--- src/rtl/pc_redirect_unit_pkg.sv ---
// Shared definitions for the fetch PC redirect logic: pc_src encodings,
// FSM states and the default boot address.
package pc_redirect_unit_pkg;

    localparam logic [1:0] PC_BOOT = 2'b00;
    localparam logic [1:0] PC_EPC  = 2'b01;
    localparam logic [1:0] PC_TRAP = 2'b10;
    localparam logic [1:0] PC_NEXT = 2'b11;

    localparam logic [31:0] RESET_PC_DEFAULT = 32'h0000_0000;

    typedef enum logic {
        ST_BOOT = 1'b0,
        ST_RUN  = 1'b1
    } pc_state_t;

endpackage

--- src/rtl/pc_redirect_unit_target_mux.sv ---
// Combinational next-fetch target select: boot > trap > epc > taken branch
// > sequential, with JALR bit-0 clearing and misaligned-target detection.
module pc_redirect_unit_target_mux
    import pc_redirect_unit_pkg::*;
#(
    parameter logic [31:0] RESET_PC = RESET_PC_DEFAULT
) (
    input  logic [1:0]  pc_src_in,
    input  logic        branch_taken_in,
    input  logic [31:0] iadder_in,
    input  logic [31:0] epc_in,
    input  logic [31:0] trap_address_in,
    input  logic [31:0] i_addr_in,
    output logic [31:0] target_out,
    output logic        redirect_out,
    output logic        misaligned_out
);

    always_comb begin
        target_out     = i_addr_in + 32'd4;
        redirect_out   = 1'b1;
        misaligned_out = 1'b0;
        if (pc_src_in == PC_BOOT) begin
            target_out = RESET_PC;
        end else if (pc_src_in == PC_TRAP) begin
            target_out = trap_address_in;
        end else if (pc_src_in == PC_EPC) begin
            target_out = epc_in;
        end else if (branch_taken_in) begin
            // Bit 0 dropped per JALR; bit 1 set means a non-word target.
            target_out     = iadder_in & 32'hFFFF_FFFE;
            misaligned_out = iadder_in[1];
        end else begin
            redirect_out = 1'b0;
        end
    end

endmodule

--- src/rtl/pc_redirect_unit.sv ---
// Fetch program counter owner: tracks fetch and execute PCs, applies
// redirects with a one-cycle flush and flags misaligned branch targets.
module pc_redirect_unit
    import pc_redirect_unit_pkg::*;
#(
    parameter logic [31:0] RESET_PC = RESET_PC_DEFAULT
) (
    input  logic        clk_in,
    input  logic        rst_in,
    input  logic        ahb_ready_in,
    input  logic        branch_taken_in,
    input  logic [31:0] iadder_in,
    input  logic [1:0]  pc_src_in,
    input  logic [31:0] epc_in,
    input  logic [31:0] trap_address_in,
    output logic [31:0] i_addr_out,
    output logic [31:0] pc_out,
    output logic [31:0] pc_plus_4_out,
    output logic        flush_out,
    output logic        misaligned_instr_out
);

    pc_state_t   state_q, state_d;
    logic [31:0] i_addr_q, i_addr_d;
    logic [31:0] pc_q, pc_d;
    logic        flush_q, flush_d;
    logic        misaligned_q, misaligned_d;

    logic [31:0] target;
    logic        redirect;
    logic        misaligned;
    logic        taken_eff;

    // The instruction in the flushed slot is dead, so its branch is ignored.
    assign taken_eff = branch_taken_in & ~flush_q;

    pc_redirect_unit_target_mux #(
        .RESET_PC (RESET_PC)
    ) u_target_mux (
        .pc_src_in       (pc_src_in),
        .branch_taken_in (taken_eff),
        .iadder_in       (iadder_in),
        .epc_in          (epc_in),
        .trap_address_in (trap_address_in),
        .i_addr_in       (i_addr_q),
        .target_out      (target),
        .redirect_out    (redirect),
        .misaligned_out  (misaligned)
    );

    always_comb begin
        state_d      = state_q;
        i_addr_d     = i_addr_q;
        pc_d         = pc_q;
        flush_d      = flush_q;
        misaligned_d = misaligned_q;
        if (ahb_ready_in) begin
            if (state_q == ST_BOOT) begin
                state_d      = ST_RUN;
                i_addr_d     = RESET_PC + 32'd4;
                pc_d         = RESET_PC;
                flush_d      = 1'b1;
                misaligned_d = 1'b0;
            end else begin
                pc_d         = i_addr_q;
                flush_d      = redirect;
                misaligned_d = misaligned;
                // A misaligned target is never fetched; trap logic redirects next.
                if (!misaligned) begin
                    i_addr_d = target;
                end
            end
        end
    end

    always_ff @(posedge clk_in or posedge rst_in) begin
        if (rst_in) begin
            state_q      <= ST_BOOT;
            i_addr_q     <= RESET_PC;
            pc_q         <= RESET_PC;
            flush_q      <= 1'b1;
            misaligned_q <= 1'b0;
        end else begin
            state_q      <= state_d;
            i_addr_q     <= i_addr_d;
            pc_q         <= pc_d;
            flush_q      <= flush_d;
            misaligned_q <= misaligned_d;
        end
    end

    assign i_addr_out           = i_addr_q;
    assign pc_out               = pc_q;
    assign pc_plus_4_out        = pc_q + 32'd4;
    assign flush_out            = flush_q;
    assign misaligned_instr_out = misaligned_q;

endmodule

--- config.mk ---
export PLATFORM = sky130hd
export DESIGN_NAME = pc_redirect_unit
export DESIGN_NICKNAME = d
export VERILOG_FILES = /design/src/rtl/pc_redirect_unit_pkg.sv /design/src/rtl/pc_redirect_unit_target_mux.sv /design/src/rtl/pc_redirect_unit.sv
export SDC_FILE = /design/constraint.sdc
export NUM_CORES = 1
export LEC_CHECK = 0
export BUFFER_PORTS_ARGS = -buffer_cell sky130_fd_sc_hd__buf_2
export CORE_MARGIN = 2
export CORE_UTILIZATION = 45
export CTS_CLUSTER_SIZE = 16
export DETAILED_ROUTE_END_ITERATION = 8
export PLACE_DENSITY = 0.77
export SLEW_MARGIN = 10
export SYNTH_ARGS = -nofsm -noshare
export SYNTH_HDL_FRONTEND = slang
export SYNTH_SLANG_ARGS = --single-unit
--- constraint.sdc ---
create_clock -name clk_in -period 1.7 [get_ports clk_in]
set_input_delay 0.085 -clock clk_in [delete_from_list [all_inputs] [get_ports clk_in]]
set_output_delay 0.085 -clock clk_in [all_outputs]
set_load 0.01 [all_outputs]
==> results.yml, run 1 <==
status:
  outcome: "complete, but fails checks"
  violations: "setup timing"
worst_setup_path:
  path_buf_inv: 3
  crit_path_max_fanout: 4
  cp_cell_sequence: "buf_6, ha_4, nand3_4, nor4_4, buf_4, and3_4, and3_4, xnor2_2, buf_2"
  cpMostUsedCell: "and3_4"
  critPathLaunchType: "flip-flop"
  slowest_stage: "dfrtp_1"
  r2r_start: "i_addr_out[12]"
  critPathTopFamily: "simple AND/OR/NAND/NOR gates"
  crit_path_end_kind: "output port"
  critPathKind: "flip-flop to output port"
  startpoint: "pc_out[3]"
  worstPathArrival_ns: 2.19
  worst_path_largest_cell_delay_ns: 0.38
  critPathRequiredTime_ns: 1.62
placement:
  io_buffers: 198
  dp_hpwl_mm: 14.6
  gp_congestion: 0.897
  placedCellCount: 1047
  placed_area_um2: 7020
floorplanning:
  fp.dieArea_um2: 11800
  die_h_um: 109
  core_area_um2: 10800
  start_util_pct: 45.7
  die_x_um: 109
  pin_count: 200
  rows: 38
global_routing:
  grt_pass1_vias: 5922
  grt_usage_pct: 33.1
  grt_pass1_wl_mm: 30.1
  grt_start_max_net_pins: 66
  gr-total-overflow: 0
  antenna_found_initial: 0
timing:
  slew_violations: 0
  fmax_mhz: 440
  finalHoldViolCount: 0
  tightest_slew_ns: 0.515
  period_share_pct: 134
  setup_viol: 45
  layout_min_cycle_time_ns: 2.27
  slew_headroom_pct: 65.7
  finalClockSkew_ns: 0.0131
  rsz0062_at_grt: "true"
  setup_slack_ns: -0.572
final_layout:
  fillerInstances: 779
  area_growth_pct: 66.1
  postLayoutCellArea_um2: 8200
  n_antenna_cell: 0
  fin_cells: 1093
  post-route-util_pct: 76.0
  final_nets: 1055
  drive_gt1_share_pct: 52.4
hold_path:
  hold_start: "trap_address_in[3]"
  min_path_type: "input port to flip-flop"
job:
  max-cap-violations: 0
synth:
  syn_nets: 721
  async_reset_ff_share_pct: 100
  ys_seq_area_share_pct: 34.0
  yosys_warnings: 0
  netlist-cell-type-count: 68
  synth_cells: 614
  synth-edff-count: 0
  ys.flop_type: "dfrtp_1"
  synth.ff_latch_count: 67
  syn_area_um2: 4940
  synth_area_per_cell_um2: 8.04
routing:
  ant_nets: 0
  wl_per_cell_um: 18.9
  drc: 0
  first_pass_iters: 5
  via_per_inst: 5.91
  drt_iter0_drc: 573
  vias: 6457
  routed_wl_mm: 20.7
cts:
  clkTransAtPathRegs_ns: 0.09
  clock-root-buffer: "clkbuf_8"
  cts_tree: "yes"
  cts_max_path_buffers: 2
  cts.sinks: 67
  worstSkewPairLatency_ns: 0.36
  cts_buffers: 9
  cts_htree_levels: 3
power_and_ir_drop:
  power_density_nw_per_um2: 791
  p_leak_nw: 4.06
  irDropWorstVdd_v: 0.000432
state kept, by name, summed over array words and instances (netlist names):
signal	count
flush_out	1
misaligned_instr_out	1
i_addr_out	32
state_q	1
pc_out	32
placed cells by master, fill, tap and decap left out, types with 5 or more instances in the layout:
cell type  Yosys  final
dfrtp_2        0      5
inv_1         51     50
a211oi_2       0      5
xnor2_2        0     10
buf_4          4    136
nand2_1       53     45
nand2_2        0      7
buf_2          7    198
a221oi_2       0      5
mux2i_1        5      5
nor4_4         3      8
buf_6          3     23
a32oi_1        5      5
nand3_1       53     44
dfrtp_1       66     61
o21ai_1        3      9
nor3_1        19      9
nand4_1       14     14
a21oi_1       22     18
o211ai_1       5      5
xnor2_1       31     21
o21ai_0       59     50
nor2b_1        6      5
nor2_1        30     26
clkbuf_8       2     10
o31ai_1        7      5
a21o_1         8      8
nand3_2        0      5
nand2b_1      18     17
nor3_4         0      6
layout make-up:
| cell class | instances | area, um2 | share of cell area, % |
|---|---|---|---|
| repair buffers | 364 | 2400 | 29.3 |
| multi-input cells | 455 | 3550 | 43.3 |
| clock inverters | 5 | 53.8 | 0.656 |
| flip-flops and latches | 67 | 1680 | 20.5 |
| clock buffers | 11 | 141 | 1.72 |
| well taps | 140 | 175 | 2.14 |
| inverters | 51 | 195 | 2.38 |
per-stage QoR:
step / total power, mW / setup WS [ns] / TNS (ns) / hold WS [ns]
after floorplan: 3.35 / -0.0932 / -0.293 / 0.235
after global placement: 4.59 / -0.189 / -2.06 / 0.0168
after detailed placement: 4.66 / -0.227 / -3.63 / 0.0241
after CTS: 6.17 / -0.504 / -7.77 / 0.0350
after global routing: 6.80 / -0.650 / -13.27 / 0.0457
final: 6.48 / -0.572 / -10.15 / 0.0224
cells in the mapped netlist, drive strengths merged, types with 7 or more instances:
library cell,count,area share [%]
nor2,30,2.3
nand2b,18,2.3
nand4,15,2.0
nand3,53,5.4
o31ai,7,1.1
buf,19,2.4
and3,7,0.89
nor3,19,1.9
dfrtp,66,33
a21o,9,1.4
nand2,53,4.0
xnor2,31,5.5
inv,51,3.9
a21oi,22,2.2
a221oi,8,1.4
clkbuf,23,2.2
nor4,10,2.2
o21ai,63,6.5
metal layers:
metal / vias up / routed length, um / GRT usage (%)
li1: 2895 / - / -
met1: 3061 / 8220 / 43.4
met2: 446 / 9870 / 53.8
met3: 55 / 1940 / 5.74
met4: 0 / 652 / 14.4
met5: - / 0 / 0
worst paths after layout:
kind                                             end  slack [ns]  cells past startpoint
worst max-delay path               pc_plus_4_out[20]       -0.57                      9
worst max register to register        i_addr_out[21]       -0.13                      5
max in group asynchronous                  flush_out        0.90                      4
worst min-delay path                   i_addr_out[3]        0.02                      3
worst min register to register             flush_out        0.54                      2
min in group asynchronous       misaligned_instr_out        0.21                      3
cells by family (layout without fill, tap and decap cells):
family / after synthesis / after routing / share of synthesized area [%]
compound gates: 167 / 167 / 22.3
fa+ha+maj: 5 / 5 / 1.27
xor+xnor: 33 / 33 / 5.85
simple gates: 242 / 243 / 26.7
flops: 67 / 67 / 34.0
mux: 7 / 7 / 1.47
buf+inv: 93 / 431 / 8.44
report_power, final:
group	switching [mW]	leakage, nW	internal [mW]
Clock	0.660	0.103	0.714
Combinational	1.56	3.11	1.39
Sequential	0.280	0.843	1.88
repair_timing:
item | CTS | global route
cloned | 1 | 3
buffers inserted | 14 | 12
hold buffers | 1 | 0
pin swaps | 19 | 33
gates resized for setup | 72 | 84
hold endpoints to repair | 66 | 0
endpoints found under the setup margin | 50 | 54
worst reg2reg max path: cells and delay by family (launching register included):
kind | cells | cell delay (ns)
simple gates | 3 | 0.96
compound gates | 2 | 0.33
flops | 1 | 0.44
(Power assumes the default switching activity.)
==> inputs of run 2 (changes only) <==
--- a/config.mk
+++ b/config.mk
@@ -7,11 +7,12 @@
 export LEC_CHECK = 0
 export BUFFER_PORTS_ARGS = -buffer_cell sky130_fd_sc_hd__buf_2
 export CORE_MARGIN = 2
-export CORE_UTILIZATION = 45
+export CORE_UTILIZATION = 44
 export CTS_CLUSTER_SIZE = 16
 export DETAILED_ROUTE_END_ITERATION = 8
 export PLACE_DENSITY = 0.77
 export SLEW_MARGIN = 10
 export SYNTH_ARGS = -nofsm -noshare
 export SYNTH_HDL_FRONTEND = slang
+export SYNTH_HIERARCHICAL = 1
 export SYNTH_SLANG_ARGS = --single-unit
==> run 2 against run 1 <==
The flow still finishes with violations (setup timing). Critical endpoint is now pc_plus_4_out[28]. Highest routed layer unchanged. Clock power rose by 13%. Fmax increased by 9.3%. Design area down 8.1%. Hold slack improved by 0.020 ns.
==> results.yml, run 2 <==
worst_setup_path:
  path_buf_inv: 3
  r2r_slack_ns: -0.22
  critPathRequiredTime_ns: 1.62
  worst_path_largest_cell_delay_ns: 0.37
  critPathLaunchType: "flip-flop"
  slowest_stage: "dfrtp_1"
  crit_cells: 7
  r2r_start: "i_addr_out[2]"
  critPathKind: "flip-flop to output port"
  startpoint: "pc_out[12]"
  crit_path_max_fanout: 6
  cp_cell_sequence: "nand4_2, buf_6, nor4_4, buf_6, nand4_1, xnor2_2, buf_2"
  rr_endpoint: "i_addr_out[26]"
  worstPathArrival_ns: 1.99
  critPathCapture: "pc_plus_4_out[28]"
  crit_path_end_kind: "output port"
  critPathTopFamily: "simple AND/OR/NAND/NOR gates"
  cpMostUsedCell: "buf_6"
  ff2ff_path_depth: 8
timing:
  slew_violations: 0
  timing.hold.ws_ns: 0.0422
  tns_ns: -7.36
  period_share_pct: 122
  setup_slack_ns: -0.378
  finalHoldViolCount: 0
  slew_headroom_pct: 62.0
  fmax_mhz: 481
  rsz0062_at_grt: "true"
  finalClockSkew_ns: 0.0142
  tightest_slew_ns: 0.571
  setup_viol: 40
  layout_min_cycle_time_ns: 2.08
floorplanning:
  start_util_pct: 45.4
  die_h_um: 107
  fp.dieArea_um2: 11500
  die_x_um: 107
  core_area_um2: 10300
  pin_count: 200
  rows: 37
synth:
  synth_top_family_by_area: "compound AO/OA/AOI/OAI gates"
  synth.ff_latch_count: 67
  synthMuxAreaShare_pct: 0.427
  ys_seq_area_share_pct: 35.8
  synth_xor_area_share_pct: 9.87
  yosys_warnings: 6
  synth_commonest_cells: "dfrtp_1, o21ai_0, nand2_1"
  synth_simple_gate_area_share_pct: 21.8
  synth_area_per_cell_um2: 8.40
  synth_cells: 558
  yosysTopAreaCell: "dfrtp_1"
  synth_top_cell_area_share_pct: 35.2
  synth.area.top_cells: "dfrtp_1, xnor2_1, o21ai_0, a22o_1, nand2_1"
  synth-edff-count: 0
  syn_area_um2: 4690
  netlist-cell-type-count: 57
  async_reset_ff_share_pct: 100
  syn_nets: 662
  post-synth-top-count-cell: "dfrtp_1"
  synth_adder_area_share_pct: 0.534
  synth_compound_area_share_pct: 24.8
  ys.flop_type: "dfrtp_1"
hold_path:
  min_path_type: "input port to flip-flop"
  hold_start: "epc_in[4]"
cts:
  clkTransAtPathRegs_ns: 0.08
  cts_max_path_buffers: 2
  cts.sinks: 67
  worstSkewPairLatency_ns: 0.36
  cts_buffers: 9
  clock-root-buffer: "clkbuf_8"
  cts_htree_levels: 3
  cts_tree: "yes"
global_routing:
  grt_pass1_vias: 5445
  grt_start_max_net_pins: 52
  antenna_found_initial: 0
  gr-total-overflow: 0
  grt_usage_pct: 31.2
  grt_pass1_wl_mm: 28.1
final_layout:
  area_growth_pct: 60.7
  fin_cells: 1005
  final_cell_mix: "buf_2, buf_4, o21ai_0, nand2_1, dfrtp_1"
  drive_gt1_share_pct: 52.0
  n_antenna_cell: 0
  final_nets: 968
  mostFrequentLayoutCell: "buf_2"
routing:
  via_per_inst: 5.92
  drt_iter0_drc: 718
  vias: 5946
  routed_wl_mm: 19.5
  drc: 0
  first_pass_iters: 6
  ant_nets: 0
  wl_per_cell_um: 19.4
power_and_ir_drop:
  irDropWorstVdd_v: 0.000506
  power_density_nw_per_um2: 779
  power_mw: 5.87
  p_leak_nw: 3.62
placement:
  placedCellCount: 946
  dp_hpwl_mm: 13.2
  io_buffers: 198
  gp_congestion: 0.887
job:
  max-cap-violations: 0
status:
  violations: "setup timing"
  outcome: "complete, but fails checks"
[run 2: cell count changes in the layout (fill, tap and decap cells not counted), sizes merged, moves of 9 or more]
cell    previous run  this run
a21o               9         0
a22o               4        34
buf              360       333
inv               50        39
nand2b            18         1
nand3             53        35
nor2              30        21
nor3              19         6
xor2               2        15
[run 2: kinds of logic after synthesis]
group | count (synthesis)
compound gates | 175
xor+xnor | 52
fa+ha+maj | 2
buf+inv | 78
flops | 67
mux | 2
simple gates | 182
[run 2: cell type report]
| type | count | area [um2] |
|---|---|---|
| inverter | 39 | 150 |
| sequential | 67 | 1700 |
| fill | 779 | 2790 |
| tap | 136 | 170 |
| clock buffer | 9 | 124 |
| clock inverter | 7 | 98.8 |
| timing repair buffer | 334 | 2150 |
| multi-input combinational | 413 | 3140 |
[run 2: per-stage QoR]
| stage | instance area [um2] | utilization (%) | worst slack [ns] |
|---|---|---|---|
| 6_report | 7540 | 73.0 | -0.378 |
| 5_1_grt | 7540 | 73.0 | -0.485 |
| 4_1_cts | 7020 | 68.0 | -0.364 |
| 3_5_place_dp | 6480 | 62.8 | -0.0871 |
| 3_3_place_gp | 6480 | 62.8 | -0.0405 |
| 2_1_floorplan | 4750 | - | -0.204 |
[run 2: worst min path at each step]
stage,endpoint,slack [ns],cells past startpoint
3_5_place_dp,pc_out[5],0.22,3
3_3_place_gp,pc_out[8],0.20,3
5_1_grt,state_q,0.04,2
4_1_cts,state_q,0.02,2
6_report,i_addr_out[4],0.04,4
2_1_floorplan,i_addr_out[0],0.23,1
[run 2: where the power goes]
part / switching (mW) / internal (mW)
Combinational: 1.21 / 1.05
Sequential: 0.245 / 1.82
Clock: 0.710 / 0.836
Total: 2.16 / 3.71
[run 2: repair_timing]
action / in CTS / in global routing
setup endpoints to repair: 38 / 56
endpoints found under the hold margin: 66 / 0
hold buffers: 1 / 0
gates resized for setup: 44 / 73
buffers inserted: 15 / 30
cloned: 0 / 2
pin swaps: 37 / 67
[run 2: worst reg2reg max path: cells and delay by family, from the launching register on]
| kind | cells | cell delay, ns |
|---|---|---|
| adders and majority gates | 1 | 0.15 |
| and+or+nand+nor | 3 | 0.48 |
| DFF | 1 | 0.40 |
| xor gates and xnor gates | 1 | 0.25 |
| buffers and inverters | 1 | 0.20 |
| AOI/OAI and AO/OA | 2 | 0.32 |
[run 2: layer usage]
metal,up-vias,share of wire [%],track usage [%]
li1,2651,-,-
met1,2799,39,41.7
met2,411,48,52.5
met3,85,9.1,5.35
met4,0,3.4,8.07
met5,-,0,0
==> inputs of run 3 (changes only) <==
--- a/config.mk
+++ b/config.mk
@@ -5,9 +5,10 @@
 export SDC_FILE = /design/constraint.sdc
 export NUM_CORES = 1
 export LEC_CHECK = 0
+export ABC_AREA = 1
 export BUFFER_PORTS_ARGS = -buffer_cell sky130_fd_sc_hd__buf_2
 export CORE_MARGIN = 2
-export CORE_UTILIZATION = 44
+export CORE_UTILIZATION = 45
 export CTS_CLUSTER_SIZE = 16
 export DETAILED_ROUTE_END_ITERATION = 8
 export PLACE_DENSITY = 0.77
==> run 3 against run 2 <==
The run still ends with setup timing left. Synthesized cell count is 39% higher. Global-route usage is 0.83 points lower. Area after synthesis is 8.6% higher. Clock skew is 0.0072 ns lower. Hold slack better by 0.031 ns. Critical path depth is 5 higher. Fmax is 14% higher. Register-to-register slack better by 0.09 ns. Largest power group unchanged.
==> results.yml, run 3 <==
cts:
  worstSkewPairLatency_ns: 0.33
  clock-root-buffer: "clkbuf_16"
  clkTransAtPathRegs_ns: 0.06
  cts_max_path_buffers: 2
  cts.sinks: 67
  cts_tree: "yes"
  cts_htree_levels: 3
  cts_buffers: 9
power_and_ir_drop:
  power_density_nw_per_um2: 819
  irDropWorstVdd_v: 0.000443
  p_leak_nw: 3.82
  power_mw: 6.22
routing:
  wl_per_cell_um: 15.8
  vias: 6417
  drc: 0
  ant_nets: 0
  first_pass_iters: 6
  via_per_inst: 5.38
  routed_wl_mm: 18.9
  drt_iter0_drc: 535
worst_setup_path:
  crit_path_max_fanout: 5
  critPathLaunchType: "flip-flop"
  crit_path_end_kind: "flip-flop"
  worstPathArrival_ns: 2.08
  startpoint: "i_addr_out[2]"
  r2r_start: "i_addr_out[2]"
  critPathKind: "flip-flop to flip-flop"
  critPathRequiredTime_ns: 1.95
status:
  outcome: "complete, but fails checks"
  violations: "setup timing"
final_layout:
  fillerInstances: 977
  area_growth_pct: 49.2
  drive_gt1_share_pct: 41.5
  final_nets: 1151
  final_cell_mix: "nand2_1, buf_2, inv_1, buf_4, nor2_1"
  mostFrequentLayoutCell: "nand2_1"
  n_antenna_cell: 0
hold_path:
  hold_start: "trap_address_in[15]"
  min_path_type: "input port to flip-flop"
synth:
  yosys_warnings: 6
  post-synth-top-count-cell: "nand2_1"
  synth-edff-count: 0
  synth_area_per_cell_um2: 6.57
  synth_commonest_cells: "nand2_1, inv_1, nor2_1"
  async_reset_ff_share_pct: 100
  synth.ff_latch_count: 67
  netlist-cell-type-count: 39
  ys_seq_area_share_pct: 33.0
  synth_top_cell_area_share_pct: 32.4
  synth.area.top_cells: "dfrtp_1, nand2_1, inv_1, nor2_1, a21oi_1"
  syn_area_um2: 5090
  ys.flop_type: "dfrtp_1"
  syn_nets: 879
  synth_cells: 775
  yosysTopAreaCell: "dfrtp_1"
placement:
  gp_congestion: 0.968
  dp_hpwl_mm: 14.5
  io_buffers: 198
  place_ws_ns: -0.0951
floorplanning:
  fp.dieArea_um2: 12200
  pin_count: 200
  start_util_pct: 46.5
  die_h_um: 110
  die_x_um: 110
  rows: 38
  core_area_um2: 10900
timing:
  layout_min_cycle_time_ns: 1.83
  tns_ns: -1.73
  rsz0062_at_grt: "true"
  setup_slack_ns: -0.130
  setup_viol: 30
  slew_violations: 0
  slew_headroom_pct: 58.5
  fmax_mhz: 546
  tightest_slew_ns: 0.621
  period_share_pct: 108
  timing.hold.ws_ns: 0.0733
  finalClockSkew_ns: 0.00699
  finalHoldViolCount: 0
global_routing:
  antenna_found_initial: 0
  grt_pass1_vias: 5677
  grt_start_max_net_pins: 33
  grt_pass1_wl_mm: 28.2
  gr-total-overflow: 0
  grt_usage_pct: 30.4
job:
  max-cap-violations: 0
-- run 3: cell count changes in the layout (fill, tap and decap cells not counted), moves of 15 or more --
cell	delta
o21ai_1	+22
buf_6	-15
nand3_1	+18
a22o_1	-34
nor2_1	+39
nand2_1	+157
inv_1	+57
o21ai_0	-25
xnor2_1	-30
nor2_2	+18
buf_4	-23
-- run 3: timing repair --
action                                  4_1_cts  5_1_grt
pin swaps                                    27       49
endpoints found under the setup margin       35       53
resized for setup                            46       89
cloned                                        0        0
setup buffers                                 9       18
hold endpoints to repair                     26        0
hold buffers                                  1        0
-- run 3: critical path, cell delays in order (launching register included) --
cell,delay [ns]
dfrtp_1,0.40
ha_2,0.21
nand2_2,0.08
nor2_4,0.15
nand3_4,0.13
nor2_4,0.17
buf_4,0.13
nand4_1,0.09
nand2_1,0.09
nand2_1,0.05
a21oi_1,0.13
nand2_1,0.06
o21ai_1,0.07
-- run 3: logic make-up (layout without fill, tap and decap cells) --
family                     Yosys count  in the layout  synth area share (%)
DFF                                 67             67                  33.0
adders and majority gates            2              2                 0.492
xor gates and xnor gates            16             16                  3.05
buffers and inverters              138            415                  10.6
and+or+nand+nor                    388            388                  33.7
AOI/OAI and AO/OA                  164            164                  19.2
-- run 3: through the flow --
step           area, um2  util [%]  cells
5_1_grt             7590      69.5   1192
6_report            7590      69.5   1192
2_1_floorplan       5100         -    775
3_3_place_gp        6670      60.9   1148
3_5_place_dp        6670      60.9   1148
4_1_cts             7190      65.7   1174
-- run 3: layout make-up --
| cell class | count | area, um2 | share of cell area, % |
|---|---|---|---|
| Multi-Input combinational cell | 570 | 3220 | 42.3 |
| Inverter | 109 | 418 | 5.50 |
| Clock inverter | 5 | 60.1 | 0.791 |
| Clock buffer | 11 | 253 | 3.33 |
| Tap cell | 140 | 175 | 2.31 |
| Sequential cell | 67 | 1700 | 22.4 |
| Timing Repair Buffer | 290 | 1780 | 23.4 |
-- run 3: routing by layer --
| metal | track usage [%] | vias up | wire length (um) |
|---|---|---|---|
| met3 | 4.94 | 32 | 1760 |
| met1 | 42.3 | 2960 | 8050 |
| met4 | 8.04 | 0 | 346 |
| li1 | - | 3071 | - |
| met5 | 0 | - | 0 |
| met2 | 49.3 | 354 | 8690 |
-- run 3: worst paths after layout --
| check | end | slack (ns) | cells after the start |
|---|---|---|---|
| min in group asynchronous | pc_out[6] | 0.40 | 3 |
| setup reg to reg | i_addr_out[30] | -0.13 | 12 |
| hold / removal | i_addr_out[15] | 0.07 | 5 |
| hold reg to reg | pc_out[0] | 0.50 | 2 |
| max in group asynchronous | pc_out[17] | 0.68 | 4 |
| setup / recovery | i_addr_out[30] | -0.13 | 12 |
-- run 3: where the power goes --
group	internal (mW)	switching (mW)
combinational	0.927	1.25
clock	1.22	0.718
sequential	1.83	0.272
total	3.98	2.24
